<file path="src/rtl/sap1_controller.sv">
// SAP-1 controller: fetch/decode/execute sequencer plus datapath registers
// (PC, IR, accumulator, zero flag, output register) for a 16x8 memory with
// a one-clock registered read.
//
// Handshake: there is no valid/ready flow control on the memory side. When
// mem_read is high in cycle N, the memory presents mem[mem_addr] on
// mem_rdata during cycle N+1, and the controller consumes it in that cycle
// (DECODE after FETCH, EXEC after MEM). out_valid is a single-cycle pulse
// marking the cycle after out_data was loaded; the display cannot stall it.
module sap1_controller #(
    parameter logic [3:0] RESET_PC = 4'h0
) (
    input  logic       clk,
    input  logic       rst,
    output logic [3:0] mem_addr,
    output logic       mem_read,
    output logic       mem_write,
    output logic [7:0] mem_wdata,
    input  logic [7:0] mem_rdata,
    output logic [7:0] out_data,
    output logic       out_valid,
    output logic       halted,
    output logic [3:0] pc,
    output logic [7:0] acc,
    output logic       zero
);

    localparam logic [2:0] S_FETCH  = 3'd0;
    localparam logic [2:0] S_DECODE = 3'd1;
    localparam logic [2:0] S_MEM    = 3'd2;
    localparam logic [2:0] S_EXEC   = 3'd3;
    localparam logic [2:0] S_HALT   = 3'd4;

    localparam logic [3:0] OP_LDA = 4'h0;
    localparam logic [3:0] OP_ADD = 4'h1;
    localparam logic [3:0] OP_SUB = 4'h2;
    localparam logic [3:0] OP_AND = 4'h3;
    localparam logic [3:0] OP_OR  = 4'h4;
    localparam logic [3:0] OP_XOR = 4'h5;
    localparam logic [3:0] OP_JMP = 4'h6;
    localparam logic [3:0] OP_JZ  = 4'h7;
    localparam logic [3:0] OP_OUT = 4'hE;
    localparam logic [3:0] OP_HLT = 4'hF;

    logic [2:0] state_q, state_d;
    logic [3:0] pc_q, pc_d;
    logic [7:0] ir_q, ir_d;
    logic [7:0] a_q, a_d;
    logic       z_q, z_d;
    logic [7:0] out_q, out_d;
    logic       out_valid_q, out_valid_d;
    logic       halted_q, halted_d;
    logic [7:0] alu_r;

    // ALU result for the memory-operand instruction held in IR
    always_comb begin
        alu_r = a_q;
        case (ir_q[7:4])
            OP_LDA:  alu_r = mem_rdata;
            OP_ADD:  alu_r = a_q + mem_rdata;
            OP_SUB:  alu_r = a_q - mem_rdata;
            OP_AND:  alu_r = a_q & mem_rdata;
            OP_OR:   alu_r = a_q | mem_rdata;
            OP_XOR:  alu_r = a_q ^ mem_rdata;
            default: alu_r = a_q;
        endcase
    end

    // Sequencer: next state and next datapath register values
    always_comb begin
        state_d     = state_q;
        pc_d        = pc_q;
        ir_d        = ir_q;
        a_d         = a_q;
        z_d         = z_q;
        out_d       = out_q;
        out_valid_d = 1'b0;
        halted_d    = halted_q;
        case (state_q)
            S_FETCH: begin
                pc_d    = pc_q + 4'd1;
                state_d = S_DECODE;
            end
            S_DECODE: begin
                // IR is loaded here, so decode looks at the memory data directly
                ir_d = mem_rdata;
                case (mem_rdata[7:4])
                    OP_LDA, OP_ADD, OP_SUB, OP_AND, OP_OR, OP_XOR: begin
                        state_d = S_MEM;
                    end
                    OP_JMP: begin
                        pc_d    = mem_rdata[3:0];
                        state_d = S_FETCH;
                    end
                    OP_JZ: begin
                        if (z_q) begin
                            pc_d = mem_rdata[3:0];
                        end
                        state_d = S_FETCH;
                    end
                    OP_OUT: begin
                        out_d       = a_q;
                        out_valid_d = 1'b1;
                        state_d     = S_FETCH;
                    end
                    OP_HLT: begin
                        halted_d = 1'b1;
                        state_d  = S_HALT;
                    end
                    default: begin
                        state_d = S_FETCH;
                    end
                endcase
            end
            S_MEM: begin
                state_d = S_EXEC;
            end
            S_EXEC: begin
                a_d     = alu_r;
                z_d     = (alu_r == 8'h00);
                state_d = S_FETCH;
            end
            S_HALT: begin
                state_d = S_HALT;
            end
            default: begin
                state_d = S_FETCH;
            end
        endcase
    end

    // State and datapath registers with asynchronous reset
    always_ff @(posedge clk or posedge rst) begin
        if (rst) begin
            state_q     <= S_FETCH;
            pc_q        <= RESET_PC;
            ir_q        <= 8'h00;
            a_q         <= 8'h00;
            z_q         <= 1'b0;
            out_q       <= 8'h00;
            out_valid_q <= 1'b0;
            halted_q    <= 1'b0;
        end else begin
            state_q     <= state_d;
            pc_q        <= pc_d;
            ir_q        <= ir_d;
            a_q         <= a_d;
            z_q         <= z_d;
            out_q       <= out_d;
            out_valid_q <= out_valid_d;
            halted_q    <= halted_d;
        end
    end

    // Memory address and read strobe straight from state, PC and IR
    always_comb begin
        mem_read = (state_q == S_FETCH) || (state_q == S_MEM);
        mem_addr = (state_q == S_MEM) ? ir_q[3:0] : pc_q;
    end

    assign mem_write = 1'b0;
    assign mem_wdata = a_q;
    assign out_data  = out_q;
    assign out_valid = out_valid_q;
    assign halted    = halted_q;
    assign pc        = pc_q;
    assign acc       = a_q;
    assign zero      = z_q;

endmodule

</file>
<file path="config.mk">
export PLATFORM = sky130hd
export DESIGN_NAME = sap1_controller
export DESIGN_NICKNAME = d
export VERILOG_FILES = /design/src/rtl/sap1_controller.sv
export SDC_FILE = /design/constraint.sdc
export NUM_CORES = 1
export LEC_CHECK = 0
export ABC_AREA = 1
export CAP_MARGIN = 20
export CORE_ASPECT_RATIO = 1.25
export CORE_MARGIN = 2
export CORE_UTILIZATION = 33
export DETAILED_ROUTE_END_ITERATION = 7
export GPL_TIMING_DRIVEN = 0
export REMOVE_ABC_BUFFERS = 1
export SYNTH_ARGS = -nofsm -noshare
export SYNTH_HDL_FRONTEND = slang
export SYNTH_SLANG_ARGS = --single-unit
</file>
<file path="constraint.sdc">
create_clock -name clk -period 2.5 [get_ports clk]
set_input_delay 0.5 -clock clk [delete_from_list [all_inputs] [get_ports clk]]
set_output_delay 0.5 -clock clk [all_outputs]
set_load 0.01 [all_outputs]
</file>
# Word level (Yosys, flattened, before mapping)
# Index checks and enable logic that the tools add are counted.
op_classes:
  n_eq_ne: 20
  addsub: 3
  bitwise_logic: 3
  reduce_logical: 10
  n_mux: 9
ops:
  columns: ["cell", "n"]
  rows:
  - ["$pmux W8 S6", 1]
  - ["$eq A4 B3 Y1 const B", 6]
  - ["$eq A4 B2 Y1 const B", 4]
  - ["$pmux W4 S2", 2]
  - ["$pmux W3 S4", 1]
  - ["$add A8 B8 Y8", 1]
  - ["$and A8 B8 Y8", 1]
  - ["$eq A4 B1 Y1 const B", 2]
  - ["$eq A4 B4 Y1 const B", 2]
  - ["$logic_not A4 Y1", 2]
  - ["$logic_not A8 Y1", 1]
  - ["$mux W4", 2]
  - ["$or A8 B8 Y8", 1]
  - ["$sub A8 B8 Y8", 1]
  - ["$xor A8 B8 Y8", 1]
  - ["$eq A3 B2 Y1 const B", 2]
  - ["$pmux W3 S2", 1]
  - ["$reduce_or A6 Y1", 1]
  - ["$add A4 B1 Y4 const B", 1]
  - ["$reduce_and A2 Y1", 2]
  - ["$eq A3 B1 Y1 const B", 1]
  - ["$eq A3 B3 Y1 const B", 1]
  - ["$logic_not A3 Y1", 1]
  - ["$ne A3 B2 Y1 const B", 1]
  - ["other kinds (5)", 6]
word_totals:
  elab_cells: 53
  out_inout_bits: 37
  input_bits: 10
  ff_bits: 34

# Longest topological paths before layout
# Gate-level depths: netlist of run 1.
logic_depth:
  ltp_word: 4
  ltp_mapped: 20
  mapped_depth_nobuf: 20

# Least setup slack after synthesis of run 1
# No wires, ideal clock.
synth_timing:
  path_kind: "input to register"
  startpoint: "input port mem_rdata[1]"
  endpoint: "register z_q, in the netlist zero"
  setup_slack_ns: 0.044
  setup_ns: 0.118
  n_path_buf: 0
  arrival_time_ns: 2.338
  required_time_ns: 2.382
  cell_stages: 19
  path_cell_list: "inv_1 ha_1 inv_1 nor3_1 inv_1 o31ai_1 xor2_1 inv_1 ha_1 nand2_1 inv_1 a21oi_1 nand2_1 nand3_1 nand3_1 nand2_1 nand2_1 nand4_1 nand2_1"
synth_via:
  elab_chain_len: 3
  word_cells_on_any_way: 7
  cone_classes: "add/sub (2); mux (1); bitwise (3); reduce/logical (1)"
synth_rtl:
  columns: ["item", "line_no", "rtl"]
  rows:
  - ["from (decl)", "19", "input logic [7:0] mem_rdata,"]
  - ["$sub A8 B8 Y8 (tied with other cells)", "61", "OP_SUB: alu_r = a_q - mem_rdata;"]
  - ["$pmux W8 S6 (*)", "58", "case (ir_q[7:4])"]
  - ["$logic_not A8 Y1 (*)", "120", "z_d = (alu_r == 8'h00);"]
  - ["to (signal assigned)", "148", "z_q <= z_d;"]
  - ["to (decl)", "49", "logic z_q, z_d;"]
# Mark *: on every way between the ends. The rest lies on a longest branch, timed or not.
# A chain may end at the register's enable or synchronous reset.

# Final worst setup path of run 1
layout_timing:
  startpoint: "input port mem_rdata[2]"
  endpoint: "register z_q, in the netlist zero"
# The elaborated chain is that of the path after synthesis.

==> impl_metrics.env, run 1 <==
export IMPL_power_leakage_uw=0.00178
export IMPL_cellPowerDensity_mw_per_mm2=1220
export IMPL_grt_pass1_wl_um=11600
export IMPL_syn_area_mm2=0.00273
export IMPL_gp_congestion=0.890
export IMPL_diodes=0
export IMPL_via_per_inst=4.80
export IMPL_synth_compound_area_frac=0.103
export IMPL_place_hpwl_um=5380
export IMPL_rows=37
export IMPL_cts_tree="yes"
export IMPL_cts_inserted_buffers=5
export IMPL_cpMostUsedCell="nand2_2"
export IMPL_synth_enable_flop_cells=0
export IMPL_synth_xor_area_frac=0.0256
export IMPL_die_h_um=106
export IMPL_layout_drive_gt1_share=0.150
export IMPL_initial_core_util=0.335
export IMPL_avgSynthCellArea_um2=7.12
export IMPL_grt_usage=0.161
export IMPL_dieArea_mm2=0.00903
export IMPL_period_share=0.959
export IMPL_antenna_left=0
export IMPL_critPathKind="input port to register"
export IMPL_slowest_stage="ha_1"
export IMPL_synth_mux_area_frac=0.00412
export IMPL_clk_pin_slew_ns=0.07
export IMPL_irDropWorstVdd_v=0.000639
export IMPL_final_min_clock_period_ns=2.40
export IMPL_max_freq_ghz=0.417
export IMPL_htree_levels=2
export IMPL_tightest_slew_ns=0.657
export IMPL_path_cells="clkdlybuf4s15_2 -> nor3_4 -> inv_1 -> o21ai_1 -> xor2_1 -> ha_1 -> buf_4 -> nand2_2 -> inv_1 -> a21oi_2 -> nand2_1 -> nand3_1 -> nand3_2 -> nand2_2 -> nand2_2 -> nand4_1 -> nand2_1"
export IMPL_rrSetupSlack_ns=0.16
export IMPL_ys_seq_elements=34
export IMPL_via_count=2540
export IMPL_cts_sinks=34
export IMPL_synth_cells=384
export IMPL_wl_per_cell_um=13.4
export IMPL_io_buffers=45
export IMPL_final_cells=529
export IMPL_final_setup_viol_count=0
export IMPL_outcome="finished, final reports clean"
export IMPL_finClkSkew_ns=0.00872
export IMPL_cp_max_fo=6
export IMPL_ys_seq_area_frac=0.311
export IMPL_hold_viol_final=0
export IMPL_placed_area_mm2=0.00324
export IMPL_nets=467
export IMPL_cp_data_arrival_time_ns=2.58
export IMPL_first_global_vias=2487
export IMPL_yosysWarnings=0
export IMPL_syn2layout_area_growth_pct=27.7
export IMPL_io_pins=47
export IMPL_dp_slack_ns=-0.846
export IMPL_setup_slack_ns=0.102
export IMPL_yosys_area_share_adder=0.122
export IMPL_drt_pre_antenna_iters=4
export IMPL_clockRootBuffer="clkbuf_8"
export IMPL_final_area_mm2=0.00349
export IMPL_fill_cells=822
export IMPL_slowest_delay_ns=0.30
export IMPL_drv_slew=0
export IMPL_synth_simple_area_share=0.312
export IMPL_overflow=0
export IMPL_hold_path_class="register to register"
export IMPL_yosys_cell_types_count=36
export IMPL_core_area_mm2=0.00815
export IMPL_hold_ws_ns=0.463
export IMPL_die_x_um=85.4
export IMPL_drc=0
export IMPL_drt_iter0_drc=124
export IMPL_fin_util=0.428
export IMPL_clk_latency_ns=0.29
export IMPL_routed_wl_um=7080
export IMPL_synth_top_family_by_area="simple AND/OR/NAND/NOR gates"
export IMPL_synthArstFlopShare=1.00
export IMPL_rsz0062_at_grt="yes"
export IMPL_maxCapViolCount=0
export IMPL_synth_ff_type="dfrtp_1"
export IMPL_slew_headroom=0.561
export IMPL_grt_antenna_before_repair=0
export IMPL_dp_cells=514
export IMPL_grt_max_degree=24
export IMPL_cts_buffer_depth=2
export IMPL_cp_end_kind="register"
export IMPL_worstPathRequired_ns=2.68
export IMPL_cp_num_buf_inv=4
export IMPL_cp_start_kind="input port"
export IMPL_cp_top_family="simple AND/OR/NAND/NOR gates"
==> what timing repair did <==
action | CTS | global route
setup endpoints to repair | 8 | 10
buffers inserted | 2 | 5
pin swaps | 3 | 11
gates resized for setup | 24 | 31
hold buffers | 0 | 0
==> routing by layer <==
metal | routed length (µm) | up-vias | track usage
li1 | - | 1303 | -
met1 | 3160 | 1175 | 0.198
met2 | 3570 | 47 | 0.283
met3 | 161 | 15 | 0.0196
met4 | 188 | 0 | 0.0635
met5 | 0 | - | 0
==> synth_stat cells (2+ instances only) <==
master / n / area [µm²]
ha_1: 25 / 313
nor2_4: 2 / 22.5
o21ai_2: 8 / 70.1
buf_2: 2 / 10.0
nand2_1: 105 / 394
nor2_1: 30 / 113
o21ai_0: 23 / 115
nand2_2: 3 / 18.8
nor3_1: 5 / 25.0
o21ai_1: 4 / 20.0
a31oi_1: 3 / 18.8
inv_1: 60 / 225
nand3_1: 32 / 160
buf_4: 9 / 67.6
or2_2: 2 / 12.5
nand4_1: 6 / 37.5
a21oi_1: 5 / 25.0
xor2_1: 7 / 61.3
nand3b_1: 2 / 15.0
inv_2: 2 / 7.51
dfrtp_1: 34 / 851
==> area by class of cell <==
type                    count  area, µm²  share of cell area
clock buffers               7       86.3              0.0247
clock inverters             1       5.00             0.00143
multi-input cells         274       1650               0.472
inverters                  63        244              0.0699
well taps                  97        121              0.0348
repair buffers             53        533               0.153
flip-flops and latches     34        852               0.244
==> worst register-to-register path, cell delays in order, from the launching register on <==
cell	delay, ns
dfrtp_2	0.46
nor2_4	0.15
nand3_4	0.12
buf_4	0.18
o31ai_4	0.05
xor2_1	0.17
inv_1	0.09
ha_4	0.28
nand2_2	0.06
nor2_2	0.09
nand2_1	0.06
nand2_1	0.09
inv_1	0.04
nand2_1	0.07
nand3_2	0.07
nand2_2	0.07
nand2_2	0.05
nand4_1	0.07
nand2_1	0.06
==> logic make-up (layout without fill, tap and decap cells) <==
family | after synthesis | count (layout)
buf+inv | 76 | 124
compound gates | 47 | 47
xor+xnor | 8 | 8
flops | 34 | 34
other cells | 1 | 1
mux | 1 | 1
fa+ha+maj | 26 | 26
simple gates | 191 | 191
==> metrics by stage <==
| stage | power (µW) | setup TNS (ns) |
|---|---|---|
| after floorplan | 2680 | 0 |
| after global placement | 3620 | -4.37 |
| after detailed placement | 3670 | -4.55 |
| after CTS | 4150 | -0.00645 |
| after global routing | 4680 | -0.0469 |
| final | 4260 | 0 |
==> sequential cells by signal (all words and copies together), names as in the netlist <==
signal     flops
zero           1
pc             4
out_data       8
halted         1
acc            8
state_q        3
out_valid      1
ir_q           8
==> where the power goes <==
part           internal [µW]  switching [µW]
sequential               798             279
combinational           1200            1550
clock                    222             208
total                   2220            2030
==> placed cells by master, fill, tap and decap left out, types with 2 or more instances in the layout <==
cell / synthesis / layout
a21oi_1: 5 / 2
nor3_1: 5 / 3
o21ai_2: 8 / 8
inv_1: 60 / 56
nand3b_1: 2 / 2
clkbuf_8: 0 / 6
inv_4: 1 / 3
nand3_1: 32 / 31
nand2_1: 105 / 100
buf_6: 1 / 2
nor2_1: 30 / 28
nor2_2: 1 / 3
a31oi_1: 3 / 3
nand2_2: 3 / 8
nor3_4: 1 / 2
buf_4: 9 / 7
o21ai_0: 23 / 21
nor2_4: 2 / 2
ha_1: 25 / 23
clkdlybuf4s50_1: 0 / 39
a21oi_2: 1 / 4
dfrtp_1: 34 / 33
o21ai_1: 4 / 6
xor2_1: 7 / 7
ha_4: 0 / 2
or2_2: 2 / 2
inv_2: 2 / 4
nand4_1: 6 / 6
clkdlybuf4s15_2: 0 / 2
==> worst paths after layout <==
check	from	cells past startpoint	endpoint
max reg2reg	ir_q[7]	18	zero
min	halted	2	halted
max in group asynchronous	rst	3	ir_q[7]
min in group asynchronous	rst	2	out_data[7]
min reg2reg	halted	2	halted
max	mem_rdata[2]	17	zero
No activity file was read; power rests on OpenSTA's default activity.
==> run 2, diff against run 1 <==
SLEW_MARGIN = 15   (was not set)
==> run 2 against run 1 <==
Global-route usage fell by 0.089 points. Maximum frequency fell by 1.2%. Worst hold slack got worse by 0.0011 ns. Via count rose by 0.67%. Setup slack got worse by 0.030 ns. Sequential power barely moved. Combinational power rose by 4%. Die area did not move. Total power rose by 2.5%.
==> impl_metrics.env, run 2 (synthesis gave the netlist of run 1 again) <==
export IMPL_outcome="finished, final reports clean"
export IMPL_grt_pass1_wl_um=11600
export IMPL_slew_headroom=0.500
export IMPL_cts_buffer_depth=2
export IMPL_routed_wl_um=7000
export IMPL_hp_start="halted"
export IMPL_power_leakage_uw=0.00177
export IMPL_gp_congestion=0.890
export IMPL_grt_antenna_before_repair=0
export IMPL_irDropWorstVdd_v=0.000599
export IMPL_clockRootBuffer="clkbuf_8"
export IMPL_nets=466
export IMPL_hold_path_class="register to register"
export IMPL_hold_viol_final=0
export IMPL_holdPathStages=2
export IMPL_clk_pin_slew_ns=0.08
export IMPL_layout_cells_most_common="nand2_1"
export IMPL_grt_most_used_layer="met2"
export IMPL_syn2layout_area_growth_pct=28.1
export IMPL_tightest_slew_ns=0.748
export IMPL_final_min_clock_period_ns=2.43
export IMPL_via_per_inst=4.84
export IMPL_placed_area_mm2=0.00321
export IMPL_holdPathEnd="halted"
export IMPL_drt_pre_antenna_iters=5
export IMPL_initial_core_util=0.335
export IMPL_overflow=0
export IMPL_grt_usage=0.160
export IMPL_worst_r2r_endpoint="zero"
export IMPL_period_share=0.971
export IMPL_cp_data_arrival_time_ns=2.61
export IMPL_max_freq_ghz=0.412
export IMPL_timing_rr_start="ir_q[7]"
export IMPL_drt_iter0_drc=168
export IMPL_worstPathRequired_ns=2.68
export IMPL_rrSetupSlack_ns=0.07
export IMPL_maxCapViolCount=0
export IMPL_die_x_um=85.4
export IMPL_tns_ns=0
export IMPL_grtUsageMet1=0.192
export IMPL_met2_usage=0.276
export IMPL_reg2reg_depth=17
export IMPL_met3_usage=0.0329
export IMPL_rsz0062_at_grt="yes"
export IMPL_cts_tree="yes"
export IMPL_cp_end_kind="register"
export IMPL_critPathKind="register to register"
export IMPL_dieArea_mm2=0.00903
export IMPL_finClkSkew_ns=0.0103
export IMPL_core_area_mm2=0.00815
export IMPL_rows=37
export IMPL_cp_max_fo=7
export IMPL_place_hpwl_um=5320
export IMPL_layout_common_cells="98 x nand2_1, 56 x inv_1, 39 x clkdlybuf4s50_1"
export IMPL_io_pins=47
export IMPL_antenna_left=0
export IMPL_cellPowerDensity_mw_per_mm2=1250
export IMPL_grt_max_degree=35
export IMPL_via_count=2557
export IMPL_cts_inserted_buffers=5
export IMPL_die_h_um=106
export IMPL_final_setup_viol_count=0
export IMPL_drc=0
export IMPL_cp_start_kind="register"
export IMPL_io_buffers=45
export IMPL_layout_drive_gt1_share=0.165
export IMPL_first_global_vias=2482
export IMPL_cts_sinks=34
export IMPL_cts_hold_buf=0
export IMPL_htree_levels=2
export IMPL_drv_slew=0
export IMPL_clk_latency_ns=0.28
export IMPL_wl_per_cell_um=13.2
export IMPL_final_area_mm2=0.00350
export IMPL_diodes=0
-- run 2: changes by cell type in the layout (fill, tap and decap cells not counted), moves of 2 or more --
cell     change
a21oi_2      -2
a21oi_4      +2
inv_2        +2
inv_4        -2
nand2_1      -2
nand2_2      +2
nand3_1      -3
nand3_2      +3
-- run 2: metal layers --
metal | part of all wire | vias up
li1 | - | 1307
met1 | 0.44 | 1179
met2 | 0.50 | 55
met3 | 0.032 | 16
met4 | 0.027 | 0
met5 | 0 | -
-- run 2: stage by stage --
| stage | power, µW | std cells | utilization | setup WS, ns | hold WS, ns |
|---|---|---|---|---|---|
| detailed placement | 3670 | 513 | 0.394 | -0.862 | 0.452 |
| finish | 4360 | 528 | 0.430 | 0.0717 | 0.462 |
| global route | 4800 | 528 | 0.430 | -0.107 | 0.487 |
| global placement | 3620 | 513 | 0.394 | -0.814 | 0.451 |
| CTS | 4150 | 523 | 0.410 | 0.00356 | 0.471 |
| floorplan | 2680 | 371 | - | 0.0436 | 0.470 |
-- run 2: final cells by class --
cell class	instances	area (µm²)
flip-flops and latches	34	852
clock inverters	1	5.00
fillers	829	4650
multi-input cells	274	1700
inverters	63	239
clock buffers	7	86.3
well taps	97	121
repair buffers	52	500
-- run 2: worst max path at each step --
stage                      start   end  slack, ns
floorplan           mem_rdata[1]  zero       0.04
global placement    mem_rdata[0]  zero      -0.81
detailed placement  mem_rdata[0]  zero      -0.86
CTS                 mem_rdata[0]  zero      0.004
global route             ir_q[7]  zero      -0.11
finish                   ir_q[7]  zero       0.07
-- run 2: worst max-delay path: stages, from the launching register on --
cell and delay, ns:
dfrtp_2 0.45, nor2_4 0.22, nand3_4 0.16, buf_6 0.16, o31ai_4 0.05, xor2_1 0.16
inv_1 0.09, ha_4 0.26, nand2_2 0.07, inv_1 0.05, a21oi_2 0.13, nand2_1 0.08
nand3_1 0.09, nand3_2 0.09, nand2_2 0.07, nand2_2 0.06, nand4_1 0.07, nand2_1 0.06
-- run 2: report_power, final --
group	internal [µW]	switching, µW	total [µW]
registers	798	280	1080
clock network	222	204	427
logic	1260	1600	2860
total	2280	2080	4360
-- run 2: timing repair --
item                                    CTS  global route
pin swaps                                 3            19
gates resized for setup                  24            36
cloned                                    0             0
setup buffers                             2             5
endpoints found under the setup margin    8            10
